--- src/rtl/axis_burst_reader_if.sv ---
// Stream bundle for axis_burst_reader: upstream fifo side (level/idata/ivalid/iready)
// and downstream burst side (odata/ovalid/olast/oready).
interface axis_burst_reader_if #(
    parameter int unsigned DATA_WIDTH = 8,
    parameter int unsigned ADDR_WIDTH = 4
);
    logic [ADDR_WIDTH-1:0] level;
    logic [DATA_WIDTH-1:0] idata;
    logic                  ivalid;
    logic                  iready;
    logic [DATA_WIDTH-1:0] odata;
    logic                  ovalid;
    logic                  olast;
    logic                  oready;

    // master: the burst reader itself
    modport master (
        input  level, idata, ivalid, oready,
        output iready, odata, ovalid, olast
    );

    // slave: the fifo + consumer environment around the reader
    modport slave (
        output level, idata, ivalid, oready,
        input  iready, odata, ovalid, olast
    );
endinterface

--- src/rtl/axis_burst_reader.sv ---
// Drains a fifo stream and re-emits it as fixed-length bursts with olast on the final beat.
// Optional idle timeout that forces a partial burst: define AXIS_BURST_READER_TIMEOUT_EN.
module axis_burst_reader #(
    parameter int unsigned DATA_WIDTH     = 8,
    parameter int unsigned ADDR_WIDTH     = 4,
    parameter int unsigned BURST_LEN      = 8,
    parameter int unsigned TIMEOUT_CYCLES = 255
) (
    input  logic                clock,
    input  logic                resetn,
    axis_burst_reader_if.master bus,
    input  logic                flush,
    output logic                busy
);

    localparam int unsigned CNT_W = ADDR_WIDTH + 1;

    typedef enum logic [1:0] {
        IDLE,
        BURST,
        DRAIN
    } state_t;

    state_t                state;
    logic [CNT_W-1:0]      remaining;
    logic [CNT_W-1:0]      level_ext;
    logic [DATA_WIDTH-1:0] odata_q;
    logic                  ovalid_q;
    logic                  olast_q;
    logic                  iready_c;
    logic                  in_fire;
    logic                  out_fire;
    logic                  start_full;
    logic                  start_partial;
    logic                  flush_eff;

    // Upstream is only accepted when the output register is free or emptying this cycle
    assign iready_c      = (state == BURST) && (remaining != '0) && (!ovalid_q || bus.oready);
    assign in_fire       = bus.ivalid && iready_c;
    assign out_fire      = ovalid_q && bus.oready;
    assign level_ext     = CNT_W'(bus.level);
    assign start_full    = level_ext >= CNT_W'(BURST_LEN);
    assign start_partial = flush_eff && (level_ext != '0);

    assign bus.iready = iready_c;
    assign bus.odata  = odata_q;
    assign bus.ovalid = ovalid_q;
    assign bus.olast  = olast_q;

`ifdef AXIS_BURST_READER_TIMEOUT_EN
    localparam int unsigned TO_W = (TIMEOUT_CYCLES > 0) ? $clog2(TIMEOUT_CYCLES + 1) : 1;

    logic [TO_W-1:0] to_cnt;
    logic            to_hit;

    assign to_hit    = (to_cnt == TO_W'(TIMEOUT_CYCLES));
    assign flush_eff = flush || to_hit;

    // Idle timer: runs only while a partial burst is pending in IDLE
    always_ff @(posedge clock or negedge resetn) begin
        if (!resetn) begin
            to_cnt <= '0;
        end else if ((state != IDLE) || (bus.level == '0) || to_hit || start_full || start_partial) begin
            to_cnt <= '0;
        end else begin
            to_cnt <= to_cnt + TO_W'(1);
        end
    end
`else
    assign flush_eff = flush;
`endif

    always_ff @(posedge clock or negedge resetn) begin
        if (!resetn) begin
            state     <= IDLE;
            remaining <= '0;
            odata_q   <= '0;
            ovalid_q  <= 1'b0;
            olast_q   <= 1'b0;
            busy      <= 1'b0;
        end else begin
            // Output register: load on input transfer, empty on accept, otherwise hold
            if (in_fire) begin
                odata_q  <= bus.idata;
                ovalid_q <= 1'b1;
                olast_q  <= (remaining == CNT_W'(1));
            end else if (bus.oready) begin
                ovalid_q <= 1'b0;
                olast_q  <= 1'b0;
            end

            case (state)
                IDLE: begin
                    if (start_full) begin
                        remaining <= CNT_W'(BURST_LEN);
                        state     <= BURST;
                        busy      <= 1'b1;
                    end else if (start_partial) begin
                        remaining <= level_ext;
                        state     <= BURST;
                        busy      <= 1'b1;
                    end
                end
                BURST: begin
                    // Enter DRAIN together with the final load so the last beat is never missed
                    if (in_fire) begin
                        remaining <= remaining - CNT_W'(1);
                        if (remaining == CNT_W'(1)) begin
                            state <= DRAIN;
                        end
                    end else if (remaining == '0) begin
                        state <= DRAIN;
                    end
                end
                DRAIN: begin
                    if (out_fire && olast_q) begin
                        state <= IDLE;
                        busy  <= 1'b0;
                    end
                end
                default: begin
                    state <= IDLE;
                    busy  <= 1'b0;
                end
            endcase
        end
    end

endmodule

--- src/flat_wrapper.sv ---
// flat-port wrapper written by rule: the top's interface ports become plain ports
module axis_burst_reader_flat 
#(
    parameter int unsigned DATA_WIDTH     = 8,
    parameter int unsigned ADDR_WIDTH     = 4,
    parameter int unsigned BURST_LEN      = 8,
    parameter int unsigned TIMEOUT_CYCLES = 255
)
  (clock, resetn, flush, busy, bus_level, bus_idata, bus_ivalid, bus_oready, bus_iready, bus_odata, bus_ovalid, bus_olast);
  axis_burst_reader_if #(.DATA_WIDTH(DATA_WIDTH), .ADDR_WIDTH(ADDR_WIDTH)) bus_i ();
  input  logic clock;
  input  logic resetn;
  input  logic flush;
  output logic busy;
  input wire logic [$bits(bus_i.level)-1:0] bus_level;
  input wire logic [$bits(bus_i.idata)-1:0] bus_idata;
  input wire logic [$bits(bus_i.ivalid)-1:0] bus_ivalid;
  input wire logic [$bits(bus_i.oready)-1:0] bus_oready;
  output wire logic [$bits(bus_i.iready)-1:0] bus_iready;
  output wire logic [$bits(bus_i.odata)-1:0] bus_odata;
  output wire logic [$bits(bus_i.ovalid)-1:0] bus_ovalid;
  output wire logic [$bits(bus_i.olast)-1:0] bus_olast;
  assign bus_i.level = bus_level;
  assign bus_i.idata = bus_idata;
  assign bus_i.ivalid = bus_ivalid;
  assign bus_i.oready = bus_oready;
  assign bus_iready = bus_i.iready;
  assign bus_odata = bus_i.odata;
  assign bus_ovalid = bus_i.ovalid;
  assign bus_olast = bus_i.olast;
  axis_burst_reader #(.DATA_WIDTH(DATA_WIDTH), .ADDR_WIDTH(ADDR_WIDTH), .BURST_LEN(BURST_LEN), .TIMEOUT_CYCLES(TIMEOUT_CYCLES)) u_core (.clock(clock), .resetn(resetn), .bus(bus_i), .flush(flush), .busy(busy));
endmodule
--- config.mk ---
export PLATFORM = sky130hd
export DESIGN_NAME = axis_burst_reader_flat
export DESIGN_NICKNAME = d
export VERILOG_FILES = /design/src/rtl/axis_burst_reader_if.sv /design/src/rtl/axis_burst_reader.sv /design/src/flat_wrapper.sv
export SDC_FILE = /design/constraint.sdc
export NUM_CORES = 1
export LEC_CHECK = 0
export CAP_MARGIN = 20
export CORE_ASPECT_RATIO = 1.75
export CORE_MARGIN = 2
export CORE_UTILIZATION = 35
export CTS_BUF_LIST = sky130_fd_sc_hd__clkbuf_4
export DETAILED_ROUTE_END_ITERATION = 16
export PLACE_DENSITY = 0.64
export SYNTH_ARGS = -nofsm -noshare
export SYNTH_HDL_FRONTEND = slang
export SYNTH_SLANG_ARGS = --single-unit
--- constraint.sdc ---
create_clock -name clock -period 2.2 [get_ports clock]
set_input_delay 0.44 -clock clock [delete_from_list [all_inputs] [get_ports clock]]
set_output_delay 0.44 -clock clock [all_outputs]
set_load 0.01 [all_outputs]
==> out/metrics.yaml <==
ys_warn_count: 0
synth-seq-area-share: 0.506
cts_sinks: 18
place_area_sq_mm: 0.00125
fmax_mhz: 469
nets: 137
slowest_stage: "or4b_4"
async_reset_ff_frac: 1.00
synth_area_leaders: "dfrtp_1 51%, mux2_2 10%, ha_1 2.8%"
reg2reg_from: "u_core.remaining[1]$_DFFE_PN0P_"
ys.flop_type: "dfrtp_1"
hpwl_mm: 1.52
final_cell_mix: "27 x clkdlybuf4s50_1, 18 x dfrtp_1, 9 x buf_4"
cap_viol_max_count: 0
relSlewSlack: 0.760
cp-end-kind: "output pin"
path_cells: "inv_2, ha_2, or4b_4, and3_1, buf_2"
synth_area_sq_um: 891
hold_buffers: 0
antenna_found_initial: 0
route.detailed.drc: 0
slew_violations: 0
ir_drop_uv: 333
post-route-period-util: 0.969
area_growth_pct: 45.9
stdcell_count: 143
synth_area_leader_cell: "dfrtp_1"
die-area_sq_mm: 0.00298
grt_pass1_vias: 820
fin_ws_ns: 0.0688
htree_levels: 1
die_w_microns: 42.1
coreArea_sq_mm: 0.00246
gr-total-overflow: 0
hold_violations: 0
io_pins: 29
wirelength_mm: 2.04
synth_nets: 96
power_leakage_uw: 0.000626
num_antenna_cells: 0
first_pass_iters: 4
numCtsBuffers: 3
fin_area_sq_mm: 0.00130
synth.ff_latch_count: 18
avgSynthCellArea_sq_um: 11.6
grt_use_total: 0.157
required_ns: 1.76
vias: 745
utilization: 0.528
cpPeakStageDelay_ns: 0.45
ys_types: 34
r2r_slack_ns: 0.22
antenna_left: 0
root_buffer: "clkbuf_4"
cp_max_fo: 2
syn-instance-count: 77
worst_slew_pin_slew_ns: 0.361
cts_tree: "done"
clk_transition_reported_paths_ns: 0.11
status: "completed"
synth_edf_count: 0
rows: 24
initial_core_util: 0.362
layout_commonest_cell: "clkdlybuf4s50_1"
port_buffers: 28
drt-wirelength-per-cell_microns: 14.2
clk_latency_ns: 0.30
place_congestion: 0.830
hp-class: "in -> async"
arrival_ns: 1.69
post-place-cells: 136
clk_path_buf_depth: 2
p_per_area_mw_per_mm2: 422
total_power_uw: 549
grt_pass1_wl_mm: 3.62
grt_max_degree: 19
setup_viol: 0
path_class: "reg -> out"
drt_iter0_drc: 14
layout-drive-gt1-share: 0.231
fill_cells: 222
viasPerCell: 5.21
period_minus_slack_ns: 2.13
die_y_microns: 70.7
pre_cts_ws_ns: -0.0105
startpoint_type: "flop"
fin_skew_ns: 0.00122
crit_start: "u_core.remaining[1]$_DFFE_PN0P_"
yosysTopAreaCellShare: 0.506
-- synth_stat cells (2+ instances only) --
library cell,n
a21oi_1,4
nand2b_1,2
o21ai_0,3
inv_1,3
nor2_1,4
o2bb2ai_1,2
mux2_2,8
nor3_1,2
ha_1,2
nand2_1,5
dfrtp_1,18
nand3b_1,2
-- final cells by class --
class | instances | area (sq um) | area share
Multi-Input combinational cell | 54 | 417 | 0.321
Tap cell | 26 | 32.5 | 0.0250
Clock inverter | 1 | 3.75 | 0.00289
Timing Repair Buffer | 38 | 363 | 0.279
Inverter | 3 | 11.3 | 0.00866
Clock buffer | 3 | 22.5 | 0.0173
Sequential cell | 18 | 450 | 0.346
-- flip-flops by register name, indices dropped and copies added, names as in the netlist --
signal / count
u_core.bus.odata: 8
u_core.state: 2
u_core.busy: 1
u_core.bus.ovalid: 1
u_core.bus.olast: 1
u_core.remaining: 5
-- routing by layer --
metal / share of wire / wire, microns / vias up / global-route usage
met5: 0 / 0 / - / 0
met4: 0.033 / 68 / 0 / 0.0903
met3: 0.036 / 74 / 8 / 0.0230
met2: 0.55 / 1120 / 16 / 0.283
met1: 0.38 / 768 / 357 / 0.169
li1: - / - / 364 / -
-- through the flow --
step | TNS [ns] | hold WS (ns)
finish | 0 | 0.455
global route | -0.00108 | 0.487
global placement | 0 | 0.488
detailed placement | -0.0105 | 0.492
floorplan | 0 | 0.144
CTS | 0 | 0.463
-- logic make-up (layout without fill, tap and decap cells) --
kind of cell,Yosys count,after routing,synth area share
and+or+nand+nor,23,23,0.169
AOI/OAI and AO/OA,20,20,0.155
DFF,18,18,0.506
muxes,9,9,0.114
buffers and inverters,5,45,0.0295
adders and majority gates,2,2,0.0281
-- path summary, 6_finish.rpt --
path,endpoint,cells past startpoint
max,bus_iready,5
min,u_core.bus.odata[0]$_DFFE_PN0P_,2
max reg2reg,u_core.remaining[1]$_DFFE_PN0P_,7
min reg2reg,u_core.busy$_DFFE_PN0P_,1
max in group asynchronous,u_core.remaining[2]$_DFFE_PN0P_,2
min in group clock,u_core.busy$_DFFE_PN0P_,1
-- worst max-delay path: cells and delay by family, from the launching register on --
family,cells,cell delay [ns]
buf+inv,2,0.19
fa+ha+maj,1,0.17
flops,1,0.40
simple gates,2,0.62
-- timing repair --
item / 4_1_cts / 5_1_grt
hold endpoints to repair: 0 / 0
endpoints found under the setup margin: 1 / 1
gates cloned: 0 / 0
gates resized for setup: 6 / 0
buffers inserted: 2 / 1
pin swaps: 1 / 0
-- report_power, final --
| group | switching [uW] | internal [uW] | total [uW] |
|---|---|---|---|
| sequential | 0 | 331 | 331 |
| combinational | 14.4 | 29.4 | 43.8 |
| clock | 108 | 66.1 | 174 |
Note: power is estimated with default switching activity, not from simulation.
